[src/rtl/uart_tx_fifo.sv]
// Debug character sink: buffers ASCII characters in a FIFO and shifts them out
// as 8N1 frames on a registered UART TX line.
module uart_tx_fifo #(
  parameter int unsigned CLK_DIV    = 868,
  parameter int unsigned DEPTH_LOG2 = 4
) (
  input  logic                  clk,
  input  logic                  rst,
  input  logic [7:0]            char_in,
  input  logic                  char_valid,
  output logic                  busy,
  output logic                  tx,
  output logic                  tx_idle,
  output logic [DEPTH_LOG2:0]   fifo_level,
  output logic                  err_overflow
);

  localparam int unsigned       Depth     = 1 << DEPTH_LOG2;
  localparam logic [15:0]       BaudMax   = 16'(CLK_DIV - 1);
  localparam logic [DEPTH_LOG2:0] LevelFull = (DEPTH_LOG2 + 1)'(Depth);

  typedef enum logic [1:0] {StIdle, StStart, StData, StStop} state_e;

  logic [7:0]            mem_q [Depth];
  logic [DEPTH_LOG2-1:0] wptr_q, rptr_q;
  logic [DEPTH_LOG2:0]   level_q, level_d;
  state_e                state_q, state_d;
  logic [15:0]           baud_q, baud_d;
  logic [2:0]            bit_idx_q, bit_idx_d;
  logic [7:0]            shift_q, shift_d;
  logic                  tx_q, tx_d;
  logic                  err_q;
  logic                  push, pop, baud_done, fifo_empty;

  // busy comes only from the registered level, so valid = active & ~busy has no loop.
  assign busy       = (level_q == LevelFull);
  assign fifo_empty = (level_q == '0);
  assign push       = char_valid & ~busy;
  assign baud_done  = (baud_q == BaudMax);

  assign tx           = tx_q;
  assign tx_idle      = (state_q == StIdle) && fifo_empty;
  assign fifo_level   = level_q;
  assign err_overflow = err_q;

  always_comb begin
    state_d   = state_q;
    baud_d    = baud_q;
    bit_idx_d = bit_idx_q;
    shift_d   = shift_q;
    pop       = 1'b0;
    unique case (state_q)
      StIdle: begin
        if (!fifo_empty) begin
          shift_d = mem_q[rptr_q];
          pop     = 1'b1;
          baud_d  = '0;
          state_d = StStart;
        end
      end
      StStart: begin
        if (baud_done) begin
          baud_d    = '0;
          bit_idx_d = '0;
          state_d   = StData;
        end else begin
          baud_d = baud_q + 16'd1;
        end
      end
      StData: begin
        if (baud_done) begin
          baud_d    = '0;
          shift_d   = shift_q >> 1;
          bit_idx_d = bit_idx_q + 3'd1;
          if (bit_idx_q == 3'd7) state_d = StStop;
        end else begin
          baud_d = baud_q + 16'd1;
        end
      end
      StStop: begin
        if (baud_done) begin
          baud_d = '0;
          // Reload straight from the stop bit so queued frames run back to back.
          if (!fifo_empty) begin
            shift_d = mem_q[rptr_q];
            pop     = 1'b1;
            state_d = StStart;
          end else begin
            state_d = StIdle;
          end
        end else begin
          baud_d = baud_q + 16'd1;
        end
      end
      default: state_d = StIdle;
    endcase
  end

  always_comb begin
    tx_d = 1'b1;
    unique case (state_q)
      StStart: tx_d = 1'b0;
      StData:  tx_d = shift_q[0];
      default: tx_d = 1'b1;
    endcase
  end

  always_comb begin
    level_d = level_q;
    unique case ({push, pop})
      2'b10:   level_d = level_q + 1'b1;
      2'b01:   level_d = level_q - 1'b1;
      default: level_d = level_q;
    endcase
  end

  always_ff @(posedge clk) begin
    if (rst) begin
      wptr_q    <= '0;
      rptr_q    <= '0;
      level_q   <= '0;
      state_q   <= StIdle;
      baud_q    <= '0;
      bit_idx_q <= '0;
      shift_q   <= '0;
      tx_q      <= 1'b1;
      err_q     <= 1'b0;
    end else begin
      if (push) wptr_q <= wptr_q + 1'b1;
      if (pop)  rptr_q <= rptr_q + 1'b1;
      level_q   <= level_d;
      state_q   <= state_d;
      baud_q    <= baud_d;
      bit_idx_q <= bit_idx_d;
      shift_q   <= shift_d;
      tx_q      <= tx_d;
      if (char_valid && busy) err_q <= 1'b1;
    end
  end

  always_ff @(posedge clk) begin
    if (push && !rst) mem_q[wptr_q] <= char_in;
  end

endmodule
[config.mk]
export PLATFORM = sky130hd
export DESIGN_NAME = uart_tx_fifo
export DESIGN_NICKNAME = d
export VERILOG_FILES = /design/src/rtl/uart_tx_fifo.sv
export SDC_FILE = /design/constraint.sdc
export NUM_CORES = 1
export LEC_CHECK = 0
export CAP_MARGIN = 10
export CORE_MARGIN = 8
export CORE_UTILIZATION = 50
export CTS_CLUSTER_SIZE = 12
export DETAILED_ROUTE_END_ITERATION = 10
export PLACE_DENSITY = 0.75
export SLEW_MARGIN = 20
export SYNTH_ARGS = -nofsm -noshare
export SYNTH_HDL_FRONTEND = slang
export SYNTH_SLANG_ARGS = --single-unit
[constraint.sdc]
create_clock -name clk -period 4.1 [get_ports clk]
set_input_delay 0.615 -clock clk [delete_from_list [all_inputs] [get_ports clk]]
set_output_delay 0.615 -clock clk [all_outputs]
set_load 0.01 [all_outputs]
==> results.sh <==
export IMPL_outcome="completed"
export IMPL_port_buffer_count=19
export IMPL_rows=45
export IMPL_slowest_delay_ns=0.47
export IMPL_drv_cap=0
export IMPL_cts_buffers=17
export IMPL_cp_slowest_cell="ha_1"
export IMPL_synth_fp_nets=550
export IMPL_endpoint_kind="register"
export IMPL_first_global_vias=4595
export IMPL_synthArstFlopShare=0
export IMPL_postLayoutCellArea_um2=8483
export IMPL_grt_usage=0.1638
export IMPL_cts_hold_buf=0
export IMPL_fp_dieW_um=138.8
export IMPL_maxSlewHeadroom=0.3530
export IMPL_post_place_ws_ns=0.7400
export IMPL_avgSynthCellArea_um2=14.41
export IMPL_tightest_slew_ns=0.9669
export IMPL_power_leakage_nw=2.814
export IMPL_fmax_mhz=287.1
export IMPL_postCtsSetupBuffers=0
export IMPL_drtPass1Iterations=5
export IMPL_root_buffer="clkbuf_16"
export IMPL_core_um2=14980
export IMPL_netlist_area_um2=7538
export IMPL_setup_violations=0
export IMPL_die_h_um=138.8
export IMPL_final_common_cell="edfxtp_1"
export IMPL_ant_nets=0
export IMPL_yosysTopAreaCell="edfxtp_1"
export IMPL_synth_ff_type="edfxtp_1"
export IMPL_ys_seq_area_frac=0.6373
export IMPL_path_max_fanout=11
export IMPL_start_util=0.5033
export IMPL_ys_ff_latch=176
export IMPL_via_per_inst=6.055
export IMPL_critPathTopFamily="simple AND/OR/NAND/NOR gates"
export IMPL_first_iter_violations=383
export IMPL_worstPathRequired_ns=4.45
export IMPL_final_cell_mix="128 x edfxtp_1, 54 x nor2_1, 51 x nand2_1"
export IMPL_wl_um=15190
export IMPL_grt_max_degree=54
export IMPL_cts_buffer_depth=2
export IMPL_path_clk_slew_ns=0.08
export IMPL_antenna_found_initial=0
export IMPL_arrival_ns=3.83
export IMPL_clkLatencyLatePin_ns=0.44
export IMPL_dieArea_um2=19260
export IMPL_final_period_minus_worst_setup_slack_ns=3.483
export IMPL_synthDistinctLibCells=59
export IMPL_power_density_nw_per_um2=583.9
export IMPL_placed_area_um2=7851
export IMPL_grt_overflow=0
export IMPL_crit_path_start_kind="register"
export IMPL_yosys_area_top_type_share=0.5099
export IMPL_crit_buf_inv=0
export IMPL_cts_max_level=4
export IMPL_rsz0062_at_grt="false"
export IMPL_synth_area_leaders="edfxtp_1 51%, dfxtp_1 13%, mux4_2 12%"
export IMPL_syn_inst=523
export IMPL_slew_viol_final=0
export IMPL_cts_sinks=176
export IMPL_drive_gt1_frac=0.1664
export IMPL_dp_cells=709
export IMPL_grt_pass1_wl_um=24620
export IMPL_hold_path_class="reg -> reg"
export IMPL_fin_nets=567
export IMPL_cp_cell_sequence="ha_1 > nor4b_2 > and4_1 > a31oi_1 > nor3_2 > ha_1 > xor2_1 > ha_1 > a21oi_1 > o31ai_2 > xnor2_1 > or3_1 > a21oi_1"
export IMPL_gp_congestion=0.8566
export IMPL_route_detailed_drc=0
export IMPL_synth_edf_count=128
export IMPL_fin_crit_sh=0.8495
export IMPL_fin_tns_setup_ns=0
export IMPL_hpwl_um=9848
export IMPL_layout_cells_non_filler=741
export IMPL_setup_ws_ns=0.6170
export IMPL_syn2layout_area_growth_pct=12.53
export IMPL_via_count=4487
export IMPL_yosysWarningCount=0
export IMPL_max_vdd_ir_drop_mv=0.4303
export IMPL_fin_worst_skew_ns=0.01304
export IMPL_diodes=0
export IMPL_hold_viol=0
export IMPL_wire_per_inst_um=20.50
export IMPL_cts_resized_gates=0
export IMPL_cts_tree="done"
export IMPL_path_class="reg -> reg"
export IMPL_crit_top_cell="ha_1"
export IMPL_pin_count=20
## kinds of logic after synthesis
group	after synthesis	synth area share
buffers and inverters	33	0.02307
xor gates and xnor gates	8	0.009295
AOI/OAI and AO/OA	67	0.05610
muxes	52	0.1356
adders and majority gates	16	0.02656
DFF	176	0.6373
and+or+nand+nor	171	0.1120
## stage by stage
step	hold WS, ns	util	power [mW]
CTS	0.4787	0.5664	4.980
finish	0.4835	0.5664	4.953
global placement	0.4513	0.5242	3.256
detailed placement	0.4677	0.5242	3.312
floorplan	0.4366	-	3.017
global route	0.4970	0.5664	5.173
## synth_stat cells, types with 9 or more instances
| master | number |
|---|---|
| nand2_1 | 51 |
| clkbuf_1 | 15 |
| mux4_2 | 40 |
| edfxtp_1 | 128 |
| o21ai_0 | 18 |
| mux2i_1 | 11 |
| nor3_1 | 10 |
| a21oi_1 | 21 |
| dfxtp_1 | 48 |
| nor2_1 | 54 |
| ha_1 | 16 |
| nand3_1 | 9 |
## cell type report
| type | instances | area [µm²] |
|---|---|---|
| Sequential cell | 176 | 4807 |
| Timing Repair Buffer | 24 | 222.7 |
| Clock buffer | 17 | 425.4 |
| Fill cell | 1156 | 6494 |
| Inverter | 7 | 26.28 |
| Tap cell | 188 | 235.2 |
| Clock inverter | 15 | 206.4 |
| Multi-Input combinational cell | 314 | 2560 |
## per-layer routing
layer / vias up / global-route usage / wire, µm
met5: - / 0 / 0
met4: 0 / 0.06817 / 363
met3: 33 / 0.04028 / 697
met2: 140 / 0.2806 / 7798
met1: 2268 / 0.1941 / 6333
li1: 2046 / - / -
## final timing paths
check                   from             to  slack (ns)  cells past startpoint
setup / recovery   baud_q[0]  fifo_level[2]        0.62                     13
hold / removal    shift_q[7]     shift_q[7]        0.48                      2
setup reg to reg   baud_q[0]  fifo_level[2]        0.62                     13
hold reg to reg   shift_q[7]     shift_q[7]        0.48                      2
## worst min-delay path: stages, from the launching register on
cell and delay, ns:
dfxtp_1 0.32, nand2_1 0.06, a21oi_1 0.06
## report_power, final
group          switching [mW]  internal (mW)  leakage, nW
clock                   0.824          0.844        0.304
sequential              0.122           2.00         1.54
combinational           0.633          0.533        0.967
total                    1.58           3.37         2.81
## state kept, by name (all words and copies together) (netlist names), 2 cells and up, named ones only
register	count
shift_q	8
state_q	2
bit_idx_q	3
wptr_q	4
mem_q	128
fifo_level	5
baud_q	16
rptr_q	4
(Power assumes the default switching activity.)
==> edit 1 (config.mk and constraints unchanged) <==
Change the parameter `DEPTH_LOG2` from 4 to 3.
--- a/src/rtl/uart_tx_fifo.sv
+++ b/src/rtl/uart_tx_fifo.sv
@@ -2,7 +2,7 @@
 // as 8N1 frames on a registered UART TX line.
 module uart_tx_fifo #(
   parameter int unsigned CLK_DIV    = 868,
-  parameter int unsigned DEPTH_LOG2 = 4
+  parameter int unsigned DEPTH_LOG2 = 3
 ) (
   input  logic                  clk,
   input  logic                  rst,
Interface: changed (resized fifo_level); port bits go from 20 to 19. The function was not compared with the original's and may differ.
==> edit 1 against the original RTL <==
Via count fell by 33%. Count of clock-buffer cells in the layout fell by 8. Final area fell by 38%. Final cell count fell by 31%. Clock skew rose by 0.0066 ns. Highest routed layer unchanged. Worst setup slack got worse by 0.080 ns. Area after synthesis fell by 38%. Clock power fell by 58%. Routed wire length fell by 42%. Largest power group unchanged. Sequential cell count fell by 68. Critical path depth fell by 3. Power fell by 35%.
==> edit 1: results (changes against the original RTL) <==
| Metric | Value |
|---|---|
| Post-synth EDFFs | 64 (was 128) |
| Layout cell share with drive strength beyond 1 | 13.2% (was 16.6%) |
| Largest stage delay on the critical path | 0.64 ns (was 0.47 ns) |
| R2r setup slk | 0.54 ns (was 0.62 ns) |
| Crit path DAT | 3.88 ns (was 3.83 ns) |
| Seq/Total Area, Yosys | 59.6% (was 63.7%) |
| H-tree Lvls | 3 (was 4) |
| GRT Resource Usage Total | 14.5% (was 16.4%) |
| Crit path launch | baud_q[10]$_SDFFE_PP0N_ (was baud_q[0]$_SDFFE_PP0N_) |
| Hpwl dp | 5.78 mm (was 9.85 mm) |
| WL/cell | 17.3 um (was 20.5 um) |
| DRT iter0 DRCs | 186 (was 383) |
| Clk pin slew, worst setup/hold paths | 0.11 ns (was 0.08 ns) |
| Nets | 421 (was 567) |
| Clock Latency Late Sink | 0.38 ns (was 0.44 ns) |
| Root Buffer | clkbuf_8 (was clkbuf_16) |
| Ranking of synthesized cells by area | edfxtp_1 (41%), dfxtp_1 (19%), mux4_2 (7.7%), ha_1 (3.7%), a21oi_1 (3.2%) (was edfxtp_1 (51%), dfxtp_1 (13%), mux4_2 (12%), nor2_1 (2.7%), ha_1 (2.7%)) |
| Top Registers | mem_q: 64 flops, baud_q: 16 flops, shift_q: 8 flops (was mem_q: 128 flops, baud_q: 16 flops, shift_q: 8 flops) |
| Crit path to | fifo_level[3]$_SDFFE_PP0P_ (was fifo_level[2]$_SDFFE_PP0P_) |
| CTS buffer count | 9 (was 17) |
| Placed instance count | 496 (was 709) |
| Cells after synthesis | 375 (was 523) |
| Top post-synthesis cells by count | edfxtp_1 (64), dfxtp_1 (44), nor2_1 (37), a21oi_1 (30), nand2_1 (29) (was edfxtp_1 (128), nor2_1 (54), nand2_1 (51), dfxtp_1 (48), mux4_2 (40)) |
| WL met1 | 3.90 mm (was 6.33 mm) |
| Worst vdd ir | 0.000273 V (was 0.000430 V) |
| Status | finished clean (unchanged) |
| Largest net degree at the start of global routing | 36 (was 54) |
| GR met1 Demand/Resource | 17.2% (was 19.4%) |
| Final Instance Count excl. Fillers | 512 (was 741) |
| Met3 wire length | 332 um (was 697 um) |
| DR pass1 iterations | 4 (was 5) |
| Master of the slowest instance on the critical path | nor4_4 (was ha_1) |
## edit 1: changes by cell type after synthesis, moves of 5 or more
cell / change
edfxtp_1: -64
mux4_2: -24
nand2_1: -22
nor2_1: -17
a21oi_1: +9
a211o_1: +7
a311oi_1: +5
## edit 1: layout make-up
class | count | area (um2)
Clock buffer | 9 | 124
Clock inverter | 7 | 95.1
Fill cell | 748 | 3950
Inverter | 11 | 41.3
Multi-Input combinational cell | 238 | 1790
Sequential cell | 108 | 2800
Tap cell | 111 | 139
Timing Repair Buffer | 28 | 255
## edit 1: how the worst min path moves through the flow
| stage | end | depth (start not counted) | from | slack, ns |
|---|---|---|---|---|
| after floorplan | shift_q[7]$_SDFFE_PP0P_ | 2 | shift_q[7]$_SDFFE_PP0P_ | 0.43 |
| after global placement | shift_q[7]$_SDFFE_PP0P_ | 2 | shift_q[7]$_SDFFE_PP0P_ | 0.44 |
| after detailed placement | shift_q[0]$_SDFFE_PP0P_ | 2 | shift_q[0]$_SDFFE_PP0P_ | 0.44 |
| after CTS | shift_q[0]$_SDFFE_PP0P_ | 2 | shift_q[0]$_SDFFE_PP0P_ | 0.46 |
| after global routing | shift_q[7]$_SDFFE_PP0P_ | 2 | shift_q[7]$_SDFFE_PP0P_ | 0.49 |
| final | shift_q[6]$_SDFFE_PP0P_ | 2 | shift_q[6]$_SDFFE_PP0P_ | 0.46 |
## edit 1: where the power goes
part	switching, W	internal (W)	total [W]	leakage [nW]
combinational	0.000610	0.000514	0.00112	0.680
clock	0.000398	0.000302	0.000700	0.111
sequential	0.000145	0.00127	0.00141	0.936
total	0.00115	0.00208	0.00324	1.73
## edit 1: worst max-delay path, delay by kind of cell, from the launching register on
family / cells / cell delay [ns]
DFF: 1 / 0.37
AOI/OAI and AO/OA: 4 / 0.58
and+or+nand+nor: 5 / 2.22
adders and majority gates: 1 / 0.34
## edit 1: cell families (layout without fill, tap and decap cells)
logic type                 after synthesis  count (layout)  share of synthesized area (%)
adders and majority gates               14              14                           3.72
and+or+nand+nor                        116             116                           12.5
buffers and inverters                   29              55                           2.53
muxes                                   28              28                           10.3
xor gates and xnor gates                 5               5                          0.931
AOI/OAI and AO/OA                       75              75                           10.4
DFF                                    108             108                           59.6
## edit 1: metrics by stage
stage | setup slack, ns | total power (W) | hold slack (ns) | area, um2
floorplan | 0.925 | 0.00226 | 0.432 | 4710
global placement | 0.740 | 0.00252 | 0.443 | 5020
detailed placement | 0.604 | 0.00255 | 0.444 | 5020
CTS | 0.552 | 0.00325 | 0.458 | 5240
global route | 0.257 | 0.00344 | 0.488 | 5250
finish | 0.537 | 0.00324 | 0.458 | 5250
==> edit 2 (same flow settings) <==
Made on the original files. Register the inputs `char_in` and `char_valid` before use, without a reset. The logic sees them one clock later.
--- a/src/rtl/uart_tx_fifo.sv
+++ b/src/rtl/uart_tx_fifo.sv
@@ -21,6 +21,14 @@
 
   typedef enum logic [1:0] {StIdle, StStart, StData, StStop} state_e;
 
+  logic [7:0] char_q;
+  logic char_valid_q;
+
+  always_ff @(posedge clk) begin
+    char_q       <= char_in;
+    char_valid_q <= char_valid;
+  end
+
   logic [7:0]            mem_q [Depth];
   logic [DEPTH_LOG2-1:0] wptr_q, rptr_q;
   logic [DEPTH_LOG2:0]   level_q, level_d;
@@ -35,7 +43,7 @@
   // busy comes only from the registered level, so valid = active & ~busy has no loop.
   assign busy       = (level_q == LevelFull);
   assign fifo_empty = (level_q == '0);
-  assign push       = char_valid & ~busy;
+  assign push       = char_valid_q & ~busy;
   assign baud_done  = (baud_q == BaudMax);
 
   assign tx           = tx_q;
@@ -134,12 +142,12 @@
       bit_idx_q <= bit_idx_d;
       shift_q   <= shift_d;
       tx_q      <= tx_d;
-      if (char_valid && busy) err_q <= 1'b1;
+      if (char_valid_q && busy) err_q <= 1'b1;
     end
   end
 
   always_ff @(posedge clk) begin
-    if (push && !rst) mem_q[wptr_q] <= char_in;
+    if (push && !rst) mem_q[wptr_q] <= char_q;
   end
 
 endmodule
Behaviour: not the same (a bounded check fails within 4 cycles, from zero or initial values and one cycle with rst high).
==> edit 2 against the original RTL <==
Area after synthesis up 2.4%. Final cell count down 1.5%. Sequential cell count up 9. Non-clock buffer count up 2. Critical endpoint is now tx_idle. Count of clock-buffer cells in the layout unchanged. Clock skew up 0.0018 ns. Routed wire length down 3.8%. Highest routed layer unchanged. Critical path type is now reg2out. Worst setup slack better by 0.088 ns. Register-to-register slack better by 0.21 ns. Synthesized cell count down 2.1%. Power up 7.4%. Critical path depth down 9. Final area up 2.5%. Via count down 3.4%.
==> edit 2: results (changes against the original RTL) <==
| Metric | Value |
|---|---|
| Largest net degree at the start of global routing | 58 (was 54) |
| Met2 wire length | 7.69 mm (was 7.80 mm) |
| Crit path launch | fifo_level[0]$_SDFFE_PP0P_ (was baud_q[0]$_SDFFE_PP0N_) |
| Pre-CTS setup slack | 0.868 ns (was 0.740 ns) |
| Ranking of synthesized cells by area | edfxtp_1 (50%), dfxtp_1 (15%), mux4_2 (12%), ha_1 (2.6%), nor2_1 (2.5%) (was edfxtp_1 (51%), dfxtp_1 (13%), mux4_2 (12%), nor2_1 (2.7%), ha_1 (2.7%)) |
| Pleak | 2.82 nW (was 2.81 nW) |
| Vias in the first global route | 4519 (was 4595) |
| Met3 wire length | 461 um (was 697 um) |
| Reg2reg end | fifo_level[4]$_SDFFE_PP0P_ (was fifo_level[2]$_SDFFE_PP0P_) |
| Switch Pwr | 0.00171 W (was 0.00158 W) |
| WL met1 | 6.30 mm (was 6.33 mm) |
| Seq/Total Area, Yosys | 64.6% (was 63.7%) |
| Status | finished clean (unchanged) |
| Placed cell area | 0.00806 mm2 (was 0.00785 mm2) |
| Final WS setup | 0.705 ns (was 0.617 ns) |
| Crit path DAT | 2.78 ns (was 3.83 ns) |
| Top post-synthesis cells by count | edfxtp_1 (128), dfxtp_1 (57), nor2_1 (52), mux4_2 (40), nand2_1 (21) (was edfxtp_1 (128), nor2_1 (54), nand2_1 (51), dfxtp_1 (48), mux4_2 (40)) |
| Core Util, Final | 57.4% (was 56.6%) |
| WHS Endpoint | err_overflow$_SDFFE_PP0P_ (was shift_q[7]$_SDFFE_PP0P_) |
| Sequential Power Share | 41.8% (was 42.8%) |
| GRT Resource Usage Total | 16.1% (was 16.4%) |
| Max FO, Critical Path | 14 (was 11) |
| Met3 Track Usage GR | 4.01% (was 4.03%) |
| Met2 Usage GRT | 27.6% (was 28.1%) |
| Via count | 4336 (was 4487) |
| Layout cell share with drive strength beyond 1 | 17.0% (was 16.6%) |
| Placer congestion estimate | 0.836 (was 0.857) |
| Placed instance count | 698 (was 709) |
## edit 2: cell types whose count changed in the layout (fill, tap and decap cells not counted), sizes merged, moves of 4 or more
| cell | delta |
|---|---|
| a211oi | +5 |
| a31oi | -4 |
| clkinv | -4 |
| dfxtp | +9 |
| inv | +6 |
| nand2 | -30 |
| nor2 | -4 |
| nor2b | -4 |
| nor4b | +6 |
| o21ai | -6 |
## edit 2: kinds of logic (layout without fill, tap and decap cells)
logic type / Yosys count / after routing / share of synthesized area, %
flops: 185 / 185 / 64.6
simple gates: 138 / 138 / 9.70
compound gates: 74 / 74 / 6.68
mux: 52 / 52 / 13.2
buf+inv: 39 / 69 / 2.29
fa+ha+maj: 16 / 16 / 2.59
xor+xnor: 8 / 8 / 0.908
## edit 2: critical path, cell delays in order (launching register included)
cell and delay, ns:
dfxtp_1 0.40, nor4_2 0.44, nand3_1 0.49, inv_1 0.41
clkdlybuf4s50_1 0.60
